**src/rtl/run_length_detector.sv**
```systemverilog
// Serial run-length detector: tracks the current run of identical bits on w and flags runs of
// RUN_LEN zeros or ones, with overlap/non-overlap modes and a saturating detection counter.
module run_length_detector #(
  parameter int unsigned RUN_LEN = 4,
  parameter int unsigned CNT_W   = 8,
  localparam int unsigned RunW   = $clog2(RUN_LEN + 1)
) (
  input  logic             clock,
  input  logic             reset,
  input  logic             enable,
  input  logic             w,
  input  logic             overlap,
  input  logic             clear_count,
  output logic             z,
  output logic             z_zero,
  output logic             z_one,
  output logic [RunW-1:0]  run_cnt,
  output logic             run_val,
  output logic [CNT_W-1:0] det_count
);

  localparam logic [RunW-1:0] RunLenC = RunW'(RUN_LEN);
  localparam logic [RunW-1:0] OneC    = RunW'(1);

  typedef enum logic [1:0] {StIdle, StRun0, StRun1} state_e;

  state_e           state_q, state_d;
  logic [RunW-1:0]  run_cnt_q, run_cnt_d;
  logic [CNT_W-1:0] det_count_q, det_count_d;
  logic             cur_val;
  logic             det_inc;

  always_ff @(posedge clock) begin
    if (reset) begin
      state_q     <= StIdle;
      run_cnt_q   <= '0;
      det_count_q <= '0;
    end else begin
      state_q     <= state_d;
      run_cnt_q   <= run_cnt_d;
      det_count_q <= det_count_d;
    end
  end

  assign cur_val = (state_q == StRun1);

  always_comb begin
    state_d   = state_q;
    run_cnt_d = run_cnt_q;
    if (enable) begin
      unique case (state_q)
        StIdle: begin
          state_d   = w ? StRun1 : StRun0;
          run_cnt_d = OneC;
        end
        StRun0, StRun1: begin
          if (w != cur_val) begin
            state_d   = w ? StRun1 : StRun0;
            run_cnt_d = OneC;
          end else if (run_cnt_q == RunLenC) begin
            // Non-overlap mode restarts counting after a completed run.
            run_cnt_d = overlap ? RunLenC : OneC;
          end else begin
            run_cnt_d = run_cnt_q + OneC;
          end
        end
        default: begin
          state_d   = StIdle;
          run_cnt_d = '0;
        end
      endcase
    end
  end

  always_comb begin
    det_inc     = enable && (run_cnt_d == RunLenC);
    det_count_d = det_count_q;
    if (clear_count) begin
      det_count_d = det_inc ? CNT_W'(1) : '0;
    end else if (det_inc && (det_count_q != '1)) begin
      det_count_d = det_count_q + CNT_W'(1);
    end
  end

  always_comb begin
    z_one     = (state_q == StRun1) && (run_cnt_q == RunLenC);
    z_zero    = (state_q == StRun0) && (run_cnt_q == RunLenC);
    z         = z_one | z_zero;
    run_cnt   = run_cnt_q;
    run_val   = cur_val;
    det_count = det_count_q;
  end

endmodule

```
**config.mk**
```make
export PLATFORM = sky130hd
export DESIGN_NAME = run_length_detector
export DESIGN_NICKNAME = d
export VERILOG_FILES = /design/src/rtl/run_length_detector.sv
export SDC_FILE = /design/constraint.sdc
export NUM_CORES = 1
export LEC_CHECK = 0
export CAP_MARGIN = 20
export CORE_UTILIZATION = 43
export CTS_BUF_LIST = sky130_fd_sc_hd__clkbuf_4 sky130_fd_sc_hd__clkbuf_8 sky130_fd_sc_hd__clkbuf_16
export DETAILED_ROUTE_END_ITERATION = 6
export GPL_TIMING_DRIVEN = 0
export HOLD_SLACK_MARGIN = 0.08
export PLACE_DENSITY = 0.75
export SLEW_MARGIN = 5
export SYNTH_ARGS = -nofsm -noshare
export SYNTH_HDL_FRONTEND = slang
export SYNTH_SLANG_ARGS = --single-unit
```
**constraint.sdc**
```tcl
create_clock -name clock -period 2.1 [get_ports clock]
set_input_delay 0.42 -clock clock [delete_from_list [all_inputs] [get_ports clock]]
set_output_delay 0.42 -clock clock [all_outputs]
set_load 0.005 [all_outputs]
```
Yosys cells after proc, flatten, opt, wreduce, memory -nomap -nowiden
Cells that the tools add are included.
Widths: inputs -> output; s select.
{"block": "op_classes", "mux": 11, "add_sub_neg": 2, "n_bitwise": 1, "n_reduce_logical": 8, "n_eq_ne": 7}
{"cell": "$mux 8", "count": 2}
{"cell": "$mux 3", "count": 4}
{"cell": "$add 8x1->8 const B", "count": 1}
{"cell": "$ne 8x8->1 const B", "count": 1}
{"cell": "$eq 3x3->1 const B", "count": 2}
{"cell": "$pmux 3 s2", "count": 1}
{"cell": "$logic_and 1x1->1", "count": 4}
{"cell": "$mux 2", "count": 2}
{"cell": "$pmux 2 s2", "count": 1}
{"cell": "$add 3x1->3 const B", "count": 1}
{"cell": "$eq 2x1->1 const B", "count": 1}
{"cell": "$eq 2x2->1 const B", "count": 1}
{"cell": "$logic_not 2->1", "count": 1}
{"cell": "$ne 2x2->1 const B", "count": 1}
{"cell": "$reduce_and 2->1", "count": 1}
{"cell": "$reduce_bool 2->1", "count": 1}
{"cell": "$reduce_or 2->1", "count": 1}
{"cell": "$mux 1", "count": 1}
{"cell": "$ne 1x1->1", "count": 1}
{"cell": "$or 1x1->1", "count": 1}
{"block": "word_totals", "in_bits": 6, "elab_cells": 32, "ff_bits": 13}

Depth between registers and ports, before layout
{"block": "depth", "ltp_word": 10, "depth_mapped": 7}

Worst setup path before layout
Ideal clock, no wire load.
{"block": "synth_timing", "path_type": "register to register", "start": "register state_q[0]", "end": "register det_count_q[2] (netlist: det_count[2])", "arrival_ps": 1945, "path_stages_with_launch": 8, "slack_ps": 85, "period_less_slack_ps": 2015, "path_cell_list": "dfxtp_1 inv_1 ha_1 xnor2_1 o2111ai_2 a2111o_1 or3_1 a21oi_1"}
{"block": "synth_via", "elab_chain_len": 9, "elab_cells_between_ends": 12}
{"item": "from (decl)", "line_no": "27", "text": "state_e state_q, state_d;"}
{"item": "from (signal assigned)", "line_no": "35", "text": "state_q <= StIdle;"}
{"item": "from (signal assigned)", "line_no": "39", "text": "state_q <= state_d;"}
{"item": "$eq 2x2->1 *", "line_no": "45", "text": "assign cur_val = (state_q == StRun1);"}
{"item": "named net run_val", "line_no": "18", "text": "output logic run_val,"}
{"item": "$ne 1x1->1", "line_no": "57", "text": "if (w != cur_val) begin"}
{"item": "$mux 3", "line_no": "57"}
{"item": "$pmux 3 s2 *", "line_no": "51", "text": "unique case (state_q)"}
{"item": "$mux 3 *", "line_no": "50", "text": "if (enable) begin"}
{"item": "$eq 3x3->1 *", "line_no": "76", "text": "det_inc = enable && (run_cnt_d == RunLenC);"}
{"item": "$logic_and 1x1->1 *", "line_no": "76"}
{"item": "$logic_and 1x1->1 *", "line_no": "80", "text": "end else if (det_inc && (det_count_q != '1)) begin"}
{"item": "$reduce_bool 2->1 (no source line) *"}
{"item": "to (signal assigned)", "line_no": "41", "text": "det_count_q <= det_count_d;"}
{"item": "to (decl)", "line_no": "29", "text": "logic [CNT_W-1:0] det_count_q, det_count_d;"}
Mark *: on every way through the listed nets, which the timed path passes. The rest lies on a longest branch.
A chain may end at the register's enable or synchronous reset.

Worst setup path after layout
{"block": "layout_timing", "start": "register state_q[0]", "end": "register det_count_q[2] (netlist: det_count[2])"}
{"block": "layout_via", "elab_chain_len": 9, "elab_cells_between_ends": 12}
{"item": "$eq 2x2->1", "line_no": "45, 51"}
{"item": "$ne 1x1->1", "line_no": "57"}
{"item": "$mux 3", "line_no": "57"}
{"item": "$pmux 3 s2 *", "line_no": "51"}
{"item": "$mux 3 *", "line_no": "50"}
{"item": "$eq 3x3->1 *", "line_no": "76"}
{"item": "$logic_and 1x1->1 *", "line_no": "76"}
{"item": "$logic_and 1x1->1 *", "line_no": "80"}
{"item": "$reduce_bool 2->1 (no source line) *"}
Mark *: on every way between the ends. The rest lies on a longest branch, timed or not.

==> metrics.csv <==
stage;metric;value;unit
timing;Worst Tran Pin Value;0.444;ns
synth;Post-synth EDFFs;0;
detailed_routing;Post-DRT Antenna Nets;0;
setup_path;Max stage delay on crit path;0.50;ns
final_layout;share of post-route cells with drive strength above 1;23.7;%
detailed_routing;initial drt markers;13;
placement;dpl cells;150;
clocking;CTS root buffer;clkbuf_4;
final_layout;Syn-to-layout area delta;39.9;%
setup_path;Worst setup EP type;flop;
floorplanning;Die Span Y;46.9;µm
synth;Yosys cell types;37;
clocking;CTS Buf Count;3;
setup_path;Worst Path Max Fanout;5;
setup_path;Bufs and invs on worst path;1;
global_routing;grt total ovfl;0;
timing;fmax;486;MHz
synth;Seq/Total Area, Yosys;30.1;%
hold_path;Worst Hold Class;input pin to flop;
synth;post-synthesis compound-gate area fraction;20.7;%
synth;#FFs+latches synth;13;
clocking;clk sinks;13;
floorplanning;Initial Util;48.1;%
floorplanning;# IOs;21;
setup_path;Cell Chain, Critical Path;inv_1 > ha_2 > xnor2_2 > o2111ai_2 > a2111o_1 > or3_1 > a21oi_1;
synth;fraction of the mapped netlist area in simple logic gates;29.5;%
floorplanning;Rows;15;
floorplanning;Die X;46.9;µm
timing;clock skew;0.00452;ns
final_layout;area of the multi-input gates;586;µm²
floorplanning;Core Footprint;1800;µm²
detailed_routing;final routed DRC violation total;0;
final_layout;fin cells;160;
global_routing;global-route wire length before repair;2860;µm
detailed_routing;routed wire length per instance;12.8;µm
timing;relative slew slack;70.2;%
synth;syn avg cell area;8.17;µm²
clocking;Clk Latency, worst-skew pair;0.28;ns
clocking;H-tree levels;1;
synth;dominant synthesized flop cell;dfxtp_1;
synth;mapped cell area;866;µm²
detailed_routing;drt first pass iters;4;
synth;Syn Nets;119;
synth;Cells after Synth;106;
clocking;Clock transition at path regs;0.08;ns
timing;WHS;0.479;ns
timing;Final setup violation count;0;
setup_path;r2r setup slk;0.04;ns
synth;xor/xnor share of the synthesized area;1.01;%
detailed_routing;post-DR vias/cell;5.31;
final_layout;fillers;166;
final_layout;Reg area;265;µm²
timing;fin crit period;2.06;ns
pwr;pwr dens;432;nW/µm²
global_routing;largest net degree at the start of global routing;10;
synth;adder-cell share of the synthesized area;10.1;%
setup_path;Slowest cell on crit path;a2111o_1;
timing;final hold violations;0;
setup_path;Worst setup SP type;flop;
placement;Detailed Place HPWL;1460;µm
timing;final period utilization;98.0;%
clocking;CTS tree;built;
outcome;outcome;completed;
setup_path;Top delay family on crit path;compound AO/OA/AOI/OAI gates;
job;max-cap viol count;0;
synth;largest family of logic cells by synthesized area;simple AND/OR/NAND/NOR gates;
synth;Async SR Flop Fraction;0;%
final_layout;final net count;149;
clocking;Longest Clk Path Bufs;2;
setup_path;crit path DAT;2.27;ns
final_layout;# diodes;0;
detailed_routing;DR vias;849;
global_routing;initial antenna violation count;0;
synth;mux contribution to synthesized area;2.31;%
global_routing;vias in the first global route;693;
pwr;peak supply drop;317;µV
placement;GP Congestion;0.756;
global_routing;All-Layer GR Usage;18.8;%
placement;IO Port Bufs;19;
synth;Ys Warns;0;
timing;Slew Viols, Final;0;
floorplanning;die area;2200;µm²
setup_path;CP Data Required Time;2.31;ns
detailed_routing;Total Wirelength;2050;µm
setup_path;Crit Path Class;flop to flop;
pwr;Pleak;0.000509;µW
-- layout make-up --
cell class	instances	area share, %
multi-input combinational	80	48.3
sequential	13	21.9
timing repair buffer	25	20.1
inverter	10	3.10
tap	25	2.58
clock buffer	4	2.48
buffer	3	1.45
-- synthesized netlist by cell type (2+ instances only) --
| cell | instances | share of area (%) |
|---|---|---|
| inv_1 | 10 | 4.3 |
| nand2_1 | 7 | 3.0 |
| or2_2 | 3 | 2.2 |
| o21ai_0 | 4 | 2.3 |
| nand3_1 | 2 | 1.2 |
| clkbuf_1 | 2 | 0.87 |
| or2b_2 | 2 | 2.0 |
| and3_2 | 2 | 1.7 |
| a31o_2 | 3 | 3.0 |
| nor2_1 | 14 | 6.1 |
| a31oi_1 | 3 | 2.2 |
| mux2i_1 | 2 | 2.3 |
| dfxtp_1 | 13 | 30 |
| ha_1 | 7 | 10 |
| a21oi_1 | 6 | 3.5 |
| and3_1 | 5 | 3.6 |
-- where the power goes --
part	switching, µW	internal [µW]
clock network	81.6	86.6
logic	52.2	45.9
registers	3.96	252
-- routing by layer --
metal,wire (µm),track usage (%),share of wire (%),vias to the layer above
met1,946,24.4,46,397
li1,-,-,-,428
met3,66,3.46,3.2,4
met4,29,8.57,1.4,0
met2,1010,30.3,49,20
met5,0,0,0,-
-- state kept, by name (all words and copies together) (netlist names) --
name,cells
det_count,8
run_cnt,3
state_q,2
-- kinds of logic after synthesis --
| logic type | count (synthesis) |
|---|---|
| compound gates | 23 |
| xor+xnor | 1 |
| fa+ha+maj | 7 |
| buf+inv | 13 |
| flops | 13 |
| mux | 2 |
| simple gates | 47 |
-- per-stage QoR --
stage               worst slack, ns  util [%]  area [µm²]  power [µW]  TNS (ns)
floorplan                    0.0852         -         866         314         0
global placement             -0.358      60.3        1090         338     -2.25
detailed placement           -0.374      60.3        1090         342     -2.47
CTS                          0.0105      64.9        1170         522         0
global route                -0.0381      67.2        1210         551    -0.127
finish                       0.0424      67.2        1210         523         0
-- cell usage in the layout, fill, tap and decap left out, types with 2 or more instances in the layout --
cell type,synthesis,routed
a21oi_1,6,6
buf_4,0,5
clkbuf_4,0,4
or2_2,3,2
dlymetal6s2s_1,0,2
ha_1,7,6
inv_1,10,10
dfxtp_2,0,4
a31oi_1,3,2
nand2_1,7,7
clkdlybuf4s50_1,0,16
mux2i_1,2,2
and3_2,2,2
clkdlybuf4s15_1,1,2
or2b_2,2,2
and3_1,5,5
nor2_1,14,14
nand3_1,2,2
o21ai_0,4,3
a31o_2,3,3
dfxtp_1,13,9
clkbuf_1,2,2
-- path summary, 6_finish.rpt --
check,startpoint,end,depth (start not counted)
worst max register to register,state_q[0],det_count[2],7
worst min-delay path,reset,run_cnt[2],2
worst max-delay path,state_q[0],det_count[2],7
worst min register to register,det_count[1],det_count[1],2
-- timing repair --
item / 4_1_cts / 5_1_grt
endpoints found under the setup margin: 9 / 7
hold buffers: 0 / 0
setup buffers: 5 / 1
pin swaps: 1 / 3
hold endpoints to repair: 0 / 0
resized for setup: 8 / 9
Power figures use the tool's default switching activity.
